===== config.mk =====
export PLATFORM = sky130hd
export DESIGN_NAME = text_console
export DESIGN_NICKNAME = d
export VERILOG_FILES = /design/src/rtl/text_console.sv
export SDC_FILE = /design/constraint.sdc
export NUM_CORES = 1
export LEC_CHECK = 0
export BUFFER_PORTS_ARGS = -buffer_cell sky130_fd_sc_hd__buf_4
export CAP_MARGIN = 20
export CORE_ASPECT_RATIO = 0.8
export CORE_UTILIZATION = 52
export DETAILED_ROUTE_END_ITERATION = 10
export GPL_ROUTABILITY_DRIVEN = 0
export GPL_TIMING_DRIVEN = 0
export PLACE_DENSITY = 0.78
export SETUP_SLACK_MARGIN = 0.02
export SLEW_MARGIN = 20
export SYNTH_ARGS = -nofsm -noshare
export SYNTH_HDL_FRONTEND = slang
export SYNTH_SLANG_ARGS = --single-unit

===== constraint.sdc =====
create_clock -name clk -period 2.2 [get_ports clk]
set_input_delay 0 -clock clk [delete_from_list [all_inputs] [get_ports clk]]
set_output_delay 0 -clock clk [all_outputs]
set_load 0.01 [all_outputs]

===== src/rtl/text_console.sv =====
`default_nettype none
// ============================================================================
// Module   : text_console
// Brief    : Byte-stream terminal front end for the character VRAM. Accepts
//            bytes over valid/ready, tracks a cursor on a COLS x ROWS grid
//            and issues single-cycle cell writes. Handles printable bytes,
//            CR, LF, BS, TAB and FF (clear screen); clears the screen after
//            reset.
// Revision : 1.0 - initial release
// ----------------------------------------------------------------------------
// Ports
//   clk         in   pixel clock (VRAM domain)
//   reset_n     in   asynchronous active-low reset
//   in_valid    in   in_char holds a byte
//   in_ready    out  byte accepted on this edge when in_valid is also high
//   in_char     in   byte to interpret
//   write_ce    out  VRAM write strobe, one cycle per cell
//   write_row   out  VRAM row    (held while write_ce = 0)
//   write_col   out  VRAM column (held while write_ce = 0)
//   write_data  out  VRAM byte   (held while write_ce = 0)
//   cursor_row  out  current cursor row
//   cursor_col  out  current cursor column
// ============================================================================
module text_console #(
  parameter int         COLS  = 100,
  parameter int         ROWS  = 30,
  parameter logic [7:0] BLANK = 8'h20,
  parameter int         TAB_W = 8
) (
  input  logic       clk,
  input  logic       reset_n,
  input  logic       in_valid,
  output logic       in_ready,
  input  logic [7:0] in_char,
  output logic       write_ce,
  output logic [4:0] write_row,
  output logic [6:0] write_col,
  output logic [7:0] write_data,
  output logic [4:0] cursor_row,
  output logic [6:0] cursor_col
);

  localparam logic [4:0] C_ROW_LAST = 5'(ROWS - 1);
  localparam logic [6:0] C_COL_LAST = 7'(COLS - 1);
  localparam logic [7:0] C_COLS8    = 8'(COLS);
  localparam logic [7:0] C_TAB_MASK = 8'(TAB_W - 1);

  localparam logic [7:0] C_BS = 8'h08;
  localparam logic [7:0] C_HT = 8'h09;
  localparam logic [7:0] C_LF = 8'h0A;
  localparam logic [7:0] C_FF = 8'h0C;
  localparam logic [7:0] C_CR = 8'h0D;
  localparam logic [7:0] C_DEL = 8'h7F;

  typedef enum logic [0:0] {
    ST_CLEAR = 1'b0,
    ST_IDLE  = 1'b1
  } state_t;

  state_t     r_state,     w_state_nxt;
  logic [4:0] r_clr_row,   w_clr_row_nxt;
  logic [6:0] r_clr_col,   w_clr_col_nxt;
  logic [4:0] r_cur_row,   w_cur_row_nxt;
  logic [6:0] r_cur_col,   w_cur_col_nxt;
  logic       r_we,        w_we_nxt;
  logic [4:0] r_wrow,      w_wrow_nxt;
  logic [6:0] r_wcol,      w_wcol_nxt;
  logic [7:0] r_wdata,     w_wdata_nxt;

  logic [7:0] w_tab_col;
  logic       w_printable;

  // Row increment with wrap; there is no scrolling.
  function automatic logic [4:0] row_inc(input logic [4:0] r);
    return (r == C_ROW_LAST) ? 5'd0 : r + 5'd1;
  endfunction

  // Next tab stop, computed in 8 bits so the compare against COLS cannot
  // be fooled by a 7-bit wrap.
  assign w_tab_col   = ({1'b0, r_cur_col} | C_TAB_MASK) + 8'd1;
  assign w_printable = (in_char >= 8'h20) && (in_char != C_DEL);

  // --------------------------------------------------------------------------
  // State register
  // --------------------------------------------------------------------------
  always_ff @(posedge clk or negedge reset_n) begin
    if (!reset_n) begin
      r_state   <= ST_CLEAR;
      r_clr_row <= 5'd0;
      r_clr_col <= 7'd0;
      r_cur_row <= 5'd0;
      r_cur_col <= 7'd0;
      r_we      <= 1'b0;
      r_wrow    <= 5'd0;
      r_wcol    <= 7'd0;
      r_wdata   <= 8'd0;
    end else begin
      r_state   <= w_state_nxt;
      r_clr_row <= w_clr_row_nxt;
      r_clr_col <= w_clr_col_nxt;
      r_cur_row <= w_cur_row_nxt;
      r_cur_col <= w_cur_col_nxt;
      r_we      <= w_we_nxt;
      r_wrow    <= w_wrow_nxt;
      r_wcol    <= w_wcol_nxt;
      r_wdata   <= w_wdata_nxt;
    end
  end

  // --------------------------------------------------------------------------
  // Next-state and output logic
  // --------------------------------------------------------------------------
  always_comb begin
    w_state_nxt   = r_state;
    w_clr_row_nxt = r_clr_row;
    w_clr_col_nxt = r_clr_col;
    w_cur_row_nxt = r_cur_row;
    w_cur_col_nxt = r_cur_col;
    w_we_nxt      = 1'b0;
    w_wrow_nxt    = r_wrow;
    w_wcol_nxt    = r_wcol;
    w_wdata_nxt   = r_wdata;

    case (r_state)
      ST_CLEAR: begin
        // Present the current counter cell, then step row-major.
        w_we_nxt    = 1'b1;
        w_wrow_nxt  = r_clr_row;
        w_wcol_nxt  = r_clr_col;
        w_wdata_nxt = BLANK;
        if (r_clr_col == C_COL_LAST) begin
          w_clr_col_nxt = 7'd0;
          if (r_clr_row == C_ROW_LAST) begin
            w_clr_row_nxt = 5'd0;
            w_state_nxt   = ST_IDLE;
            w_cur_row_nxt = 5'd0;
            w_cur_col_nxt = 7'd0;
          end else begin
            w_clr_row_nxt = r_clr_row + 5'd1;
          end
        end else begin
          w_clr_col_nxt = r_clr_col + 7'd1;
        end
      end

      ST_IDLE: begin
        if (in_valid) begin
          case (in_char)
            C_CR: w_cur_col_nxt = 7'd0;
            C_LF: w_cur_row_nxt = row_inc(r_cur_row);
            C_BS: begin
              if (r_cur_col != 7'd0) begin
                w_cur_col_nxt = r_cur_col - 7'd1;
              end else if (r_cur_row != 5'd0) begin
                w_cur_row_nxt = r_cur_row - 5'd1;
                w_cur_col_nxt = C_COL_LAST;
              end
            end
            C_HT: begin
              if (w_tab_col < C_COLS8) begin
                w_cur_col_nxt = w_tab_col[6:0];
              end else begin
                w_cur_row_nxt = row_inc(r_cur_row);
                w_cur_col_nxt = 7'd0;
              end
            end
            C_FF: begin
              // Cursor is left alone; the clear homes it on its last cell.
              w_state_nxt   = ST_CLEAR;
              w_clr_row_nxt = 5'd0;
              w_clr_col_nxt = 7'd0;
            end
            default: begin
              if (w_printable) begin
                w_we_nxt    = 1'b1;
                w_wrow_nxt  = r_cur_row;
                w_wcol_nxt  = r_cur_col;
                w_wdata_nxt = in_char;
                if (r_cur_col == C_COL_LAST) begin
                  w_cur_col_nxt = 7'd0;
                  w_cur_row_nxt = row_inc(r_cur_row);
                end else begin
                  w_cur_col_nxt = r_cur_col + 7'd1;
                end
              end
            end
          endcase
        end
      end

      default: w_state_nxt = ST_CLEAR;
    endcase
  end

  assign in_ready   = (r_state == ST_IDLE);
  assign write_ce   = r_we;
  assign write_row  = r_wrow;
  assign write_col  = r_wcol;
  assign write_data = r_wdata;
  assign cursor_row = r_cur_row;
  assign cursor_col = r_cur_col;

endmodule
`default_nettype wire


==> results of run 1 <==
[power by group through the flow]
stage	registers [mW]	logic [mW]	clock network, mW
floorplan	1.39	0.854	0
global placement	1.36	1.42	0
detailed placement	1.36	1.46	0
CTS	1.33	1.55	0.513
global route	1.41	1.78	0.545
finish	1.37	1.63	0.506
[how the worst max path moves through the flow]
stage | startpoint | to
2_1_floorplan | r_clr_col[2]$_DFFE_PN0P_ | cursor_col[0]$_DFFE_PN0P_
3_3_place_gp | in_ready$_DFF_PN0_ | r_clr_row[3]$_DFFE_PN0P_
3_5_place_dp | in_ready$_DFF_PN0_ | r_clr_row[3]$_DFFE_PN0P_
4_1_cts | r_clr_row[1]$_DFFE_PN0P_ | cursor_col[0]$_DFFE_PN0P_
5_1_grt | cursor_col[0]$_DFFE_PN0P_ | cursor_row[3]$_DFFE_PN0P_
6_report | r_clr_row[1]$_DFFE_PN0P_ | cursor_col[0]$_DFFE_PN0P_
[sequential cells by signal, indices dropped and copies added (netlist names)]
register	cells
write_ce	1
cursor_row	5
r_clr_col	7
write_data	8
r_clr_row	5
write_row	5
cursor_col	7
in_ready	1
write_col	7
[through the flow]
| stage | TNS [ns] | setup slack, ns |
|---|---|---|
| floorplan | 0 | 0.0905 |
| global placement | -0.866 | -0.208 |
| detailed placement | -1.42 | -0.262 |
| CTS | 0 | 0.0635 |
| global route | -0.301 | -0.0729 |
| finish | 0 | 0.0406 |
[cell type report]
class,count,area (um2),area share [%]
clock inverter,2,10.0,0.273
multi-input combinational,257,1750,47.6
tap,78,97.6,2.66
inverter,11,42.5,1.16
sequential,46,1150,31.4
buffer,22,108,2.93
timing repair buffer,57,443,12.1
clock buffer,5,68.8,1.87
[logic make-up after synthesis]
kind of cell,synth area share (%)
compound gates,21.3
xor+xnor,1.19
fa+ha+maj,5.52
buf+inv,5.01
flops,39.1
mux,5.10
simple gates,22.8
[synthesized netlist by cell type, drive strengths merged, types with 4 or more instances]
cell type	count	area [um2]
inv	10	37.5
a31oi	4	25.0
nand2b	5	31.3
buf	6	42.5
nor4	5	46.3
ha	13	163
nand3b	5	37.5
dfrtp	46	1150
o21ai	27	139
clkbuf	17	63.8
nand4	10	62.6
a21oi	26	130
o211ai	4	35.0
o31ai	6	45.0
mux2i	15	150
nand3	20	100
nand2	30	115
nor2	34	128
[critical path, cell delays in order (launching register included)]
cell and delay, ns:
dfrtp_1 0.42, inv_1 0.07, ha_1 0.14, nand4_1 0.23, o41ai_4 0.39, o31ai_1 0.12
a21o_1 0.22, buf_6 0.17, o21ai_2 0.17, o41ai_4 0.10
[per-layer routing]
metal / vias to the layer above / track usage [%] / share of wire, % / routed length (um)
li1: 1375 / - / - / -
met1: 1395 / 40.8 / 47 / 3850
met2: 167 / 42.1 / 44 / 3630
met3: 27 / 4.76 / 7.2 / 597
met4: 0 / 8.33 / 2.0 / 167
met5: - / 0 / 0 / 0
[repair_timing]
item | CTS | global route
hold endpoints to repair | 51 | 0
endpoints found under the setup margin | 15 | 16
pin swaps | 1 | 3
hold buffers | 6 | 0
setup buffers | 6 | 4
resized for setup | 11 | 15
==> metrics.txt, run 1 <==
Setup crit end kind=register; distinct cell type count after synthesis=59; minimum clock period=2.16 ns; Area Overhead vs Synth=24.6%; via count=2964; nets@finish=424; Final Core Density=67.2%; Synth Instances=337; reg-to-reg startpoint=r_clr_row[1]$_DFFE_PN0P_; DR WL/cell=17.3 um; Fin. Hold Viols=0; synthesis warning total=0; Max Cap Viol=0; final hold slack=0.0208 ns; Clk pwr share=14.4%; All-Layer GR Usage=27.8%; HPWL after DPL=5.49 mm; Max H-tree Level=2; Int Power=2.05 mW; syn_area_per_cell=8.74 um2; pins over their slew limit=0; Sw Pwr=1.45 mW; Ant. Diodes=0; core footprint=5470 um2; R2R Setup Slk=0.04 ns; Top Ports=45; Post-DRT Antenna Nets=0; gr ovfl total=0; Final period util=98.2%; drt drc=0; Reg power frac=39.2%; pin count of the biggest net entering global routing=47; CTS tree=yes; Post-Route WL=8.25 mm; share of cells above drive strength 1=22.5%; most frequent cells in the layout=buf_4, dfrtp_1, nor2_1, nand2_1, a21oi_1; Die ar.=5970 um2; most common cell after layout, fill and taps aside=buf_4; crit path DAT=2.34 ns; Die Span Y=69.3 um; Hold Path Cell Cnt=3; Max Root-Sink Buffers=2; Critical Setup Path Class=register to register; Peak VDD IR=0.000450 V; Fill cells=454; synthesized area=2950 um2; Root Buffer=clkbuf_8; Rel. slew slack=55.3%; Synthesized Nets=361; Final setup viols=0; number of synthesized flops with an enable pin=0; clk_skew=0.00868 ns; Comb power frac=46.4%; fmax=463 MHz; CP Data Required Time=2.38 ns; status=finished, final reports clean; DRT iter0 DRCs=293; initial antenna violation count=0; Initial Util=53.9%; post-route cell area=3670 um2; placed cells=456; CTS Sinks=46; Worst Tran Pin Value=0.665 ns; total power=3.50 mW; cell leakage power=1.61 nW; FP Rows=24; DR pass1 iterations=5; RR Endpoint=cursor_col[0]$_DFFE_PN0P_; Die X=86.1 um; CTS clk-pin slew, worst paths=0.09 ns; vias in the first global route=2552; r2r worst-path depth=9; Clock Latency Late Sink=0.31 ns; worst hold endpoint=write_data[2]$_DFFE_PN0P_; critical-path maximum fanout=9; FF+latch count, synth=46; CTS Buf Count=5; Port Buffer Count=41; Sw Share=41.5%; hold_sp=in_char[2]; async set or reset register ratio after synthesis=100%; first-pass GRT wire length=12.9 mm; Area after DPL=3350 um2; Non-Filler Instances=478; vias per cell=6.20; HP Class=primary input to register; Primary FF master, synth=dfrtp_1; sequential fraction of the synthesis area=39.1%; P per Cell Area=955 nW/um2; unrepaired setup endpoints after global routing=true; startpoint types=register
(Power assumes the default switching activity.)
==> run 2: changes to the inputs <==
Settings changed: PLACE_DENSITY 0.78 to 0.88.
==> metrics.txt, run 2 (synthesis gave the netlist of run 1 again) <==
Clk pwr share=17.7% (+3.3 points); Reg power frac=37.3% (-1.9 points); crit path max-delay cell type=or4b_4; pins over their slew limit=0 (unchanged); HP Class=primary input to register; Die X=86.1 um (unchanged); crit path cell chain=or4b_4 > o41ai_4 > o31ai_1 > a21o_1 > buf_6 > o41ai_2; HPWL after DPL=5.57 mm (+1.5%); DR WL/cell=17.9 um (+3.7%); Die ar.=5970 um2 (unchanged); critical-path maximum fanout=5 (-4); share of cells above drive strength 1=22.1% (-0.42 points); vias in the first global route=2786 (+9.2%); Comb power frac=45.0% (-1.4 points); count of buffer and inverter cells on the critical path=1 (-1); crit path DAT=2.35 ns (about the same); Setup crit end kind=register; Area after DPL=3350 um2 (unchanged); final hold slack=0.00907 ns (-0.0117 ns); startpoint types=register; DRT iter0 DRCs=367 (+25%); CTS clk-pin slew, worst paths=0.09 ns (about the same); WP depth=6 (-3); Critical Setup Path Class=register to register; Initial Util=53.9% (unchanged); Hold Path Cell Cnt=3 (unchanged); Final setup viols=0 (unchanged); Clock Latency Late Sink=0.31 ns (about the same); status=finished, final reports clean; Port Buffer Count=41 (unchanged); unrepaired setup endpoints after global routing=true; Max Root-Sink Buffers=2 (unchanged); Post-Route WL=8.61 mm (+4.4%); core footprint=5470 um2 (unchanged); Top Ports=45 (unchanged); Peak VDD IR=0.000590 V (+31%); pin count of the biggest net entering global routing=47 (unchanged); DR pass1 iterations=5 (unchanged); max incr delay on CP=0.54 ns (+0.12 ns); Ant. Diodes=0 (unchanged); max reg flops=8 (unchanged); Worst Tran Pin Value=0.903 ns (+0.237 ns); Fin. Hold Viols=0 (unchanged); gr ovfl total=0 (unchanged); Max Cap Viol=0 (unchanged); Sw Pwr=1.47 mW (+1.3%); CTS tree=yes; clk_skew=0.00608 ns (-0.00260 ns); P per Cell Area=989 nW/um2 (+3.6%); most common cell after layout, fill and taps aside=buf_4; Die Span Y=69.3 um (unchanged); drt drc=0 (unchanged); delay-heaviest family, CP=compound AO/OA/AOI/OAI gates; CP Data Required Time=2.40 ns (+0.02 ns); first-pass GRT wire length=13.5 mm (+4.3%); fmax=465 MHz (+0.44%); CTS Buf Count=5 (unchanged); All-Layer GR Usage=28.9% (+1.0 points); Post-DRT Antenna Nets=0 (unchanged); Max H-tree Level=2 (unchanged); minimum clock period=2.15 ns (-0.00940 ns); vias per cell=6.28 (+1.3%); most frequent cells in the layout=buf_4, dfrtp_1, nor2_1, nand2_1, a21oi_1; Rel. slew slack=39.3% (-16 points); Int Power=2.18 mW (+6.5%); Sw Share=40.3% (-1.2 points); via count=3020 (+1.9%); Fill cells=461 (+1.5%); FP Rows=24 (unchanged); Root Buffer=clkbuf_8; r2r worst-path depth=6 (-3); nets@finish=426 (+0.47%); initial antenna violation count=0 (unchanged); post-route cell area=3700 um2 (+0.75%); Area Overhead vs Synth=25.6%; CTS Sinks=46 (unchanged); Final period util=97.7% (-0.43 points); cell leakage power=1.62 nW (+0.41%)
## run 2: cell types whose count changed in the layout (fill, tap and decap cells not counted), moves of 2 or more
cell      change
buf_6         +2
ha_2          +2
dfrtp_1       -2
o21ai_2       -2
dfrtp_2       +2
clkinv_2      -2
clkbuf_1      +3
inv_1         +3
inv_2         -3
## run 2: per-layer routing
metal / vias to the layer above / part of all wire (%) / track usage, %
li1: 1373 / - / -
met1: 1444 / 43 / 41.0
met2: 181 / 46 / 45.1
met3: 22 / 8.5 / 5.00
met4: 0 / 1.7 / 8.70
met5: - / 0 / 0
## run 2: power by group through the flow
stage          clock (mW)  combinational [mW]  sequential, mW
5_1_grt             0.680                1.81            1.40
4_1_cts             0.645                1.53            1.35
6_report            0.646                1.65            1.36
3_3_place_gp            0                1.40            1.36
2_1_floorplan           0               0.854            1.39
3_5_place_dp            0                1.46            1.37
## run 2: worst register-to-register path, stage by stage, from the launching register on
cell and delay [ns]:
dfrtp_2 0.45, or4b_4 0.54, o41ai_4 0.25, o31ai_1 0.13
a21o_1 0.24, buf_6 0.16, o41ai_2 0.27
## run 2: layout make-up
type | instances | area [um2] | area share, %
clock inverter | 2 | 37.5 | 1.01
timing repair buffer | 58 | 449 | 12.1
buffer | 23 | 114 | 3.08
tap | 78 | 97.6 | 2.64
clock buffer | 6 | 72.6 | 1.96
inverter | 11 | 42.5 | 1.15
multi-input combinational | 257 | 1730 | 46.8
sequential | 46 | 1160 | 31.3
## run 2: worst paths after layout
path	startpoint	endpoint	slack, ns
max	r_clr_col[4]$_DFFE_PN0P_	cursor_col[0]$_DFFE_PN0P_	0.05
min	in_char[3]	write_data[3]$_DFFE_PN0P_	0.009
max reg2reg	r_clr_col[4]$_DFFE_PN0P_	cursor_col[0]$_DFFE_PN0P_	0.05
min reg2reg	r_clr_row[1]$_DFFE_PN0P_	r_clr_row[1]$_DFFE_PN0P_	0.52
max in group asynchronous	reset_n	r_clr_col[4]$_DFFE_PN0P_	1.52
min in group asynchronous	reset_n	cursor_col[5]$_DFFE_PN0P_	0.24
## run 2: per-stage QoR
| stage | setup TNS [ns] | util, % | setup slack [ns] | cells | power [mW] |
|---|---|---|---|---|---|
| finish | 0 | 67.7 | 0.0500 | 481 | 3.66 |
| global route | -0.0857 | 67.7 | -0.0334 | 481 | 3.88 |
| CTS | 0 | 65.6 | 0.0224 | 474 | 3.52 |
| detailed placement | -1.05 | 61.3 | -0.251 | 456 | 2.83 |
| global placement | -0.497 | 61.3 | -0.177 | 456 | 2.76 |
| floorplan | 0 | - | 0.0905 | 337 | 2.24 |
## run 2: timing repair
item | 4_1_cts | 5_1_grt
pin swaps | 1 | 1
resized for setup | 9 | 15
hold endpoints to repair | 50 | 0
setup endpoints to repair | 14 | 8
hold buffers | 5 | 0
buffers inserted | 5 | 6
cloned | 0 | 1
